## config.mk

```make
export PLATFORM = sky130hd
export DESIGN_NAME = mem_port_arbiter
export DESIGN_NICKNAME = d
export VERILOG_FILES = /design/src/rtl/mem_port_arbiter.sv
export SDC_FILE = /design/constraint.sdc
export NUM_CORES = 1
export LEC_CHECK = 0
export CORE_ASPECT_RATIO = 1.2
export CORE_MARGIN = 2
export CORE_UTILIZATION = 43
export DETAILED_ROUTE_END_ITERATION = 8
export PLACE_DENSITY_LB_ADDON = 0.05
export SYNTH_ARGS = -nofsm -noshare
export SYNTH_HDL_FRONTEND = slang
export SYNTH_SLANG_ARGS = --single-unit
```

## constraint.sdc

```tcl
create_clock -name clk -period 2.1 [get_ports clk]
set_input_delay 0.21 -clock clk [delete_from_list [all_inputs] [get_ports clk]]
set_output_delay 0.21 -clock clk [all_outputs]
set_load 0.05 [all_outputs]
```

## src/rtl/mem_port_arbiter.sv

```systemverilog
// Round-robin arbiter sharing one single-port memory between instruction fetch (IF)
// and data access (DM), with a registered req/gnt/done handshake per port.
module mem_port_arbiter #(
   parameter int ADDR_W      = 8,
   parameter int DATA_W      = 8,
   parameter int WAIT_CYCLES = 1
) (
   input  logic              clk,
   input  logic              rst_n,
   input  logic              if_req,
   input  logic [ADDR_W-1:0] if_addr,
   output logic              if_gnt,
   output logic [DATA_W-1:0] if_rdata,
   output logic              if_done,
   input  logic              dm_req,
   input  logic              dm_we,
   input  logic [ADDR_W-1:0] dm_addr,
   input  logic [DATA_W-1:0] dm_wdata,
   output logic              dm_gnt,
   output logic [DATA_W-1:0] dm_rdata,
   output logic              dm_done,
   output logic [ADDR_W-1:0] mem_addr,
   output logic [DATA_W-1:0] mem_wdata,
   output logic              mem_write,
   output logic              mem_read,
   input  logic [DATA_W-1:0] mem_rdata
);

   typedef enum logic [1:0] {IDLE, ACCESS, RESP} state_t;
   typedef enum logic {PORT_IF, PORT_DM} port_t;

   state_t            state, state_nxt;
   port_t             owner, prio_last, winner;
   logic [3:0]        wait_cnt;
   logic [ADDR_W-1:0] lat_addr;
   logic [DATA_W-1:0] lat_wdata;
   logic              lat_we;
   logic              any_req, last_cycle, in_access, in_resp;

   if (WAIT_CYCLES < 1 || WAIT_CYCLES > 15) begin : g_bad_wait
      $error("mem_port_arbiter: WAIT_CYCLES must be in 1..15");
   end

   assign any_req    = if_req | dm_req;
   assign last_cycle = (wait_cnt == 4'(WAIT_CYCLES - 1));
   assign in_access  = (state == ACCESS);
   assign in_resp    = (state == RESP);

   // NOTE: every always_comb output gets a default first, so no path can infer a latch.
   always_comb begin
      winner = PORT_IF;
      if (if_req && dm_req) begin
         // A tie goes to whichever port was not served last.
         if (prio_last == PORT_IF) winner = PORT_DM;
      end else if (dm_req) begin
         winner = PORT_DM;
      end
   end

   always_comb begin
      state_nxt = state;
      case (state)
         IDLE:    if (any_req) state_nxt = ACCESS;
         ACCESS:  if (last_cycle) state_nxt = RESP;
         RESP:    state_nxt = IDLE;
         default: state_nxt = IDLE;
      endcase
   end

   // NOTE: sequential state uses non-blocking assignments so all registers update together.
   always_ff @(posedge clk or negedge rst_n) begin
      if (!rst_n) state <= IDLE;
      else        state <= state_nxt;
   end

   always_ff @(posedge clk or negedge rst_n) begin
      if (!rst_n) begin
         owner     <= PORT_IF;
         prio_last <= PORT_DM;
         wait_cnt  <= '0;
         lat_addr  <= '0;
         lat_wdata <= '0;
         lat_we    <= 1'b0;
         if_rdata  <= '0;
         dm_rdata  <= '0;
      end else begin
         case (state)
            IDLE: if (any_req) begin
               owner    <= winner;
               wait_cnt <= '0;
               if (winner == PORT_DM) begin
                  lat_addr  <= dm_addr;
                  lat_wdata <= dm_wdata;
                  lat_we    <= dm_we;
               end else begin
                  lat_addr  <= if_addr;
                  lat_wdata <= '0;
                  lat_we    <= 1'b0;
               end
            end
            ACCESS: begin
               wait_cnt <= wait_cnt + 4'd1;
               if (last_cycle && !lat_we) begin
                  if (owner == PORT_DM) dm_rdata <= mem_rdata;
                  else                  if_rdata <= mem_rdata;
               end
            end
            RESP:    prio_last <= owner;
            default: ;
         endcase
      end
   end

   // Handshake and memory pins decode from registered state, so they are all 0 in reset.
   assign if_gnt    = in_access && (owner == PORT_IF);
   assign dm_gnt    = in_access && (owner == PORT_DM);
   assign if_done   = in_resp && (owner == PORT_IF);
   assign dm_done   = in_resp && (owner == PORT_DM);
   assign mem_addr  = in_access ? lat_addr  : '0;
   assign mem_wdata = in_access ? lat_wdata : '0;
   assign mem_read  = in_access && !lat_we;
   assign mem_write = in_access && lat_we && last_cycle;

endmodule

```

==> flow_metrics.env, run 1 <==
export IMPL_drtAntennaViolNets=0
export IMPL_grt_max_degree=42
export IMPL_path_cells="inv_1, ha_1, nor3b_4, and3_1, buf_12"
export IMPL_overflow=0
export IMPL_yosys_warnings=0
export IMPL_synth_compound_area_share_pct=7.325
export IMPL_final_area_sq_um=2962
export IMPL_postCtsHoldBufs=0
export IMPL_finalSetupViolCount=0
export IMPL_synth_edff_count=0
export IMPL_h_tree_depth=2
export IMPL_synth_async_reset_ratio_pct=100.0
export IMPL_ir_drop_uv=956.4
export IMPL_slowest_stage="dfrtp_1"
export IMPL_drt_iter0_drc=27
export IMPL_cap_violations=0
export IMPL_reg2regPathDepth=5
export IMPL_die_width_um=64.89
export IMPL_synth_top_family_by_area="multiplexers"
export IMPL_cts_setup_buffers=0
export IMPL_yosysSeqAreaShare_pct=53.70
export IMPL_fin_skew_ns=0.008084
export IMPL_rr_startpoint="wait_cnt[0]"
export IMPL_core_sq_um=4262
export IMPL_numCtsBuffers=5
export IMPL_ys_flop_type="dfrtp_1"
export IMPL_gp_congestion=0.6625
export IMPL_via_per_inst=5.040
export IMPL_path_class="flip-flop to output port"
export IMPL_synth_area_leaders="dfrtp_1 52%, mux2_2 14%, mux2_4 6.3%"
export IMPL_hold_viol=0
export IMPL_fin_tns_setup_ns=0
export IMPL_layout_nets=259
export IMPL_dpl_hpwl_um=3149
export IMPL_slew_headroom_pct=41.12
export IMPL_multi_input_area_sq_um=840.8
export IMPL_antenna_cells=0
export IMPL_synth_mux_area_share_pct=20.41
export IMPL_path_clk_slew_ns=0.08
export IMPL_yosys_area_share_simple_pct=14.00
export IMPL_synthToLayoutAreaGrowth_pct=54.81
export IMPL_synth_avg_cell_area_sq_um=13.47
export IMPL_yosysUniqueCellTypes=29
export IMPL_critical_path_arrival_ns=1.75
export IMPL_routed_wirelength_um=4060
export IMPL_antenna_found_initial=0
export IMPL_clk_latency_ns=0.28
export IMPL_period_needed_ns=1.961
export IMPL_vias=1391
export IMPL_power_leakage_nw=1.310
export IMPL_r2r_end="dm_rdata[5]"
export IMPL_rsz0062_at_grt="false"
export IMPL_required_ns=1.89
export IMPL_start_kind="flip-flop"
export IMPL_rrSetupSlack_ns=0.32
export IMPL_status="finished clean"
export IMPL_worstMarginPinSlew_ns=0.8832
export IMPL_syn_nets=181
export IMPL_synth_xor_area_share_pct=0.9156
export IMPL_grt_pass1_vias=1525
export IMPL_synthAdderAreaFrac_pct=1.308
export IMPL_rows=26
export IMPL_post_route_drc_count=0
export IMPL_synthesis_area_sq_um=1913
export IMPL_clock_sink_count=41
export IMPL_fp_dieArea_sq_um=5001
export IMPL_cts_tree="done"
export IMPL_synth_top_area_cell="dfrtp_1"
export IMPL_clock_path_buffers=2
export IMPL_grt_pass1_wl_um=7058
export IMPL_worst_setup_path_end_kind="output port"
export IMPL_power_density_nw_per_um2=1806
export IMPL_crit_fanout=5
export IMPL_grt_usage_pct=17.92
export IMPL_layout_drive_gt1_share_pct=31.82
export IMPL_routedWlPerCell_um=14.71
export IMPL_yosysTopAreaCellShare_pct=52.32
export IMPL_initial_core_util_pct=44.89
export IMPL_fill_cells=321
export IMPL_syn_inst=142
export IMPL_portBuffers=74
export IMPL_period_share_pct=93.36
export IMPL_die_h_um=77.07
export IMPL_first_pass_iters=4
export IMPL_min_path_type="input pin to asynchronous set/reset pin"
export IMPL_max_freq_mhz=510.0
export IMPL_ys_seq_elements=41
export IMPL_post_cts_resized=0
export IMPL_cpPeakStageDelay_ns=0.42
export IMPL_io_pins=75
export IMPL_final_seq_area_sq_um=1027
export IMPL_slew_viol_final=0
export IMPL_dpl_cell_area_sq_um=2858
export IMPL_cts_root_buf="clkbuf_8"
## metrics by stage
stage	hold WS [ns]	power (mW)	std cells	worst slack, ns	utilization (%)
6_report	0.04499	5.350	276	0.1394	69.49
3_3_place_gp	0.3701	4.724	269	0.3575	67.06
3_5_place_dp	0.3836	4.810	269	0.2917	67.06
5_1_grt	0.1128	5.641	276	0.04864	69.49
2_1_floorplan	-0.08559	3.534	142	0.4869	-
4_1_cts	0.06538	5.414	276	0.1084	69.49
## where the power goes
group | switching [mW] | internal [mW] | leakage [nW]
Clock | 0.243 | 0.345 | 0.0540
Combinational | 1.87 | 1.46 | 0.758
Sequential | 0.250 | 1.18 | 0.497
Total | 2.36 | 2.99 | 1.31
## worst max-delay path, delay by kind of cell (launching register included)
family / cells / cell delay (ns)
adders and majority gates: 1 / 0.16
buffers and inverters: 2 / 0.25
DFF: 1 / 0.42
and+or+nand+nor: 2 / 0.63
## placed cells by master, fill, tap and decap left out, drive strengths merged, types with 4 or more instances in the layout
cell           netlist  routed
clkdlybuf4s50        0      51
nand2                4       4
a22o                 9       9
buf                  2      25
dfrtp               40      40
clkbuf               3       5
and2                17      17
nor2                 8       8
mux2                32      32
## cell usage after synthesis, types with 2 or more instances
| cell | number |
|---|---|
| o21ai_0 | 3 |
| buf_6 | 2 |
| mux2_2 | 23 |
| ha_1 | 2 |
| a21o_1 | 2 |
| a22o_1 | 9 |
| nor2_1 | 8 |
| inv_1 | 3 |
| nand2b_1 | 2 |
| and2_1 | 17 |
| clkbuf_1 | 3 |
| mux2_4 | 8 |
| dfrtp_1 | 40 |
| xor2_1 | 2 |
| nand2_1 | 4 |
## layer usage
layer | global-route usage (%) | part of all wire, %
met5 | 0 | 0
met2 | 30.31 | 52
met1 | 21.70 | 39
met4 | 5.106 | 1.2
met3 | 5.718 | 8.2
## how the worst max path moves through the flow
stage,startpoint,to,slack [ns],cells past startpoint
4_1_cts,wait_cnt[0],mem_write,0.11,5
2_1_floorplan,wait_cnt[0],mem_write,0.49,4
3_3_place_gp,if_req,lat_addr[5],0.36,4
3_5_place_dp,wait_cnt[0],dm_rdata[5],0.29,5
6_report,wait_cnt[0],mem_write,0.14,5
5_1_grt,wait_cnt[0],mem_write,0.05,5
## cell families after synthesis
family	after synthesis
buffers and inverters	8
AND/OR/NAND/NOR	39
flip-flops	41
adder cells (fa/ha/maj)	2
AO/OA/AOI/OAI	18
XOR/XNOR	2
multiplexers	32
## state kept, by name, summed over array words and instances, names as in the netlist
register / count
owner: 1
lat_we: 1
dm_rdata: 8
lat_wdata: 8
wait_cnt: 4
state: 2
if_rdata: 8
lat_addr: 8
prio_last: 1
## layout make-up
class,instances,share of cell area [%]
sequential,41,34.69
timing repair buffer,76,30.67
multi-input combinational,93,28.39
tap,56,2.366
clock buffer,5,2.324
clock inverter,2,1.183
inverter,3,0.3802
No activity file was read; power rests on OpenSTA's default activity.
==> run 2, diff against run 1 <==
SLEW_MARGIN = 40   (was default)
==> run 2 against run 1 <==
Net effect: largest cell class unchanged; utilization grew 0.29 points; cell count increased by 0.36%; critical path depth unchanged; clock power is essentially flat; wire length increased by 0.30%; die area unchanged; maximum frequency unchanged; via count increased by 0.29%; clock-buffer cell count stayed put; sequential cell count unchanged; largest power group unchanged; non-clock buffer count increased by 1.
==> flow_metrics.env, run 2 (same netlist as run 1, synthesis figures left out) <==
export IMPL_status="finished clean"
export IMPL_power_density_nw_per_um2=1799
export IMPL_rrSetupSlack_ns=0.32
export IMPL_hold_viol=0
export IMPL_grtUsageMet2_pct=30.31
export IMPL_fp_dieArea_sq_um=5001
export IMPL_worstSetupStartpoint="wait_cnt[0]"
export IMPL_routed_wirelength_um=4072
export IMPL_ir_drop_uv=956.4
export IMPL_via_per_inst=5.036
export IMPL_grt_pass1_wl_um=7058
export IMPL_cts_tree="done"
export IMPL_busiest_layer="met2"
export IMPL_cap_violations=0
export IMPL_dpl_hpwl_um=3149
export IMPL_min_path_type="input pin to asynchronous set/reset pin"
export IMPL_initial_core_util_pct=44.89
export IMPL_die_h_um=77.07
export IMPL_die_width_um=64.89
export IMPL_period_share_pct=93.36
export IMPL_rsz0062_at_grt="false"
export IMPL_place_ws_ns=0.2917
export IMPL_worstMarginPinSlew_ns=0.5244
export IMPL_fin_skew_ns=0.008084
export IMPL_first_pass_iters=4
export IMPL_drt_iter0_drc=27
export IMPL_routedWlPerCell_um=14.70
export IMPL_path_clk_slew_ns=0.07
export IMPL_reg2regPathDepth=5
export IMPL_numCtsBuffers=5
export IMPL_rows=26
export IMPL_met3_usage_pct=5.718
export IMPL_h_tree_depth=2
export IMPL_post_cts_resized=0
export IMPL_vias=1395
export IMPL_r2r_end="dm_rdata[5]"
export IMPL_max_freq_mhz=510.0
export IMPL_period_needed_ns=1.961
export IMPL_final_cell_mix="51 x clkdlybuf4s50_1, 40 x dfrtp_1, 23 x mux2_2, 17 x and2_1, 17 x buf_12"
export IMPL_fin_tns_setup_ns=0
export IMPL_clock_path_buffers=2
export IMPL_worst_setup_path_end_kind="output port"
export IMPL_clock_sink_count=41
export IMPL_path_class="flip-flop to output port"
export IMPL_antenna_found_initial=0
export IMPL_crit_path_end="mem_write"
export IMPL_antenna_cells=0
export IMPL_slew_viol_final=0
export IMPL_power_leakage_nw=1.315
export IMPL_grt_usage_pct=17.92
export IMPL_io_pins=75
export IMPL_overflow=0
export IMPL_post_route_drc_count=0
export IMPL_critical_path_arrival_ns=1.75
export IMPL_clk_latency_ns=0.28
export IMPL_synthToLayoutAreaGrowth_pct=55.46
export IMPL_start_kind="flip-flop"
export IMPL_gr_usage_met1_pct=21.70
export IMPL_grt_max_degree=42
export IMPL_layout_drive_gt1_share_pct=31.67
export IMPL_grt_pass1_vias=1525
export IMPL_portBuffers=74
export IMPL_finalSetupViolCount=0
export IMPL_final_common_cell="clkdlybuf4s50_1"
export IMPL_setup_slack_ns=0.1394
export IMPL_required_ns=1.89
export IMPL_layout_nets=260
export IMPL_rr_startpoint="wait_cnt[0]"
export IMPL_drtAntennaViolNets=0
export IMPL_fill_cells=319
export IMPL_core_sq_um=4262
export IMPL_cts_root_buf="clkbuf_8"
export IMPL_crit_fanout=5
export IMPL_slew_headroom_pct=65.04
export IMPL_gp_congestion=0.6625
-- run 2: cell type report --
| cell class | count | area [sq um] | share of cell area (%) |
|---|---|---|---|
| Clock buffer | 5 | 68.82 | 2.314 |
| Clock inverter | 2 | 35.03 | 1.178 |
| Inverter | 3 | 11.26 | 0.3786 |
| Multi-Input combinational cell | 93 | 840.8 | 28.27 |
| Sequential cell | 41 | 1027 | 34.54 |
| Tap cell | 56 | 70.07 | 2.356 |
| Timing Repair Buffer | 77 | 920.9 | 30.96 |
-- run 2: metrics by stage --
step / area [sq um] / cells / hold slack (ns) / total power [mW] / util (%)
final: 2974 / 277 / 0.4361 / 5.352 / 69.79
after global routing: 2974 / 277 / 0.4760 / 5.643 / 69.79
after CTS: 2974 / 277 / 0.4446 / 5.416 / 69.79
after detailed placement: 2860 / 269 / 0.2180 / 4.810 / 67.12
after global placement: 2858 / 269 / 0.3701 / 4.724 / 67.06
after floorplan: 1913 / 142 / -0.08559 / 3.534 / -
-- run 2: per-layer routing --
| metal | wire length [um] | share of wire [%] |
|---|---|---|
| met5 | 0 | 0 |
| met4 | 50 | 1.2 |
| met3 | 331 | 8.1 |
| met2 | 2115 | 52 |
| met1 | 1575 | 39 |
-- run 2: worst min-delay path by stage --
stage,startpoint,to,depth (start not counted)
2_1_floorplan,rst_n,dm_rdata[0],0
6_report,rst_n,if_rdata[6],2
3_5_place_dp,rst_n,dm_rdata[6],1
5_1_grt,rst_n,if_rdata[6],2
3_3_place_gp,rst_n,dm_rdata[6],1
4_1_cts,rst_n,dm_rdata[6],2
-- run 2: where the power goes --
part	total (mW)	switching, mW	internal (mW)
clock network	0.589	0.243	0.345
logic	3.33	1.87	1.46
registers	1.43	0.250	1.18
total	5.35	2.36	2.99
-- run 2: worst max-delay path, cell delays in order (launching register included) --
cell,delay [ns]
dfrtp_1,0.42
inv_1,0.10
ha_1,0.16
nor3b_4,0.36
and3_1,0.27
buf_12,0.15
-- run 2: repair_timing --
item | CTS | global route
endpoints found under the setup margin | 0 | 0
hold buffers | 1 | 0
buffers inserted | 0 | 0
hold endpoints to repair | 40 | 0
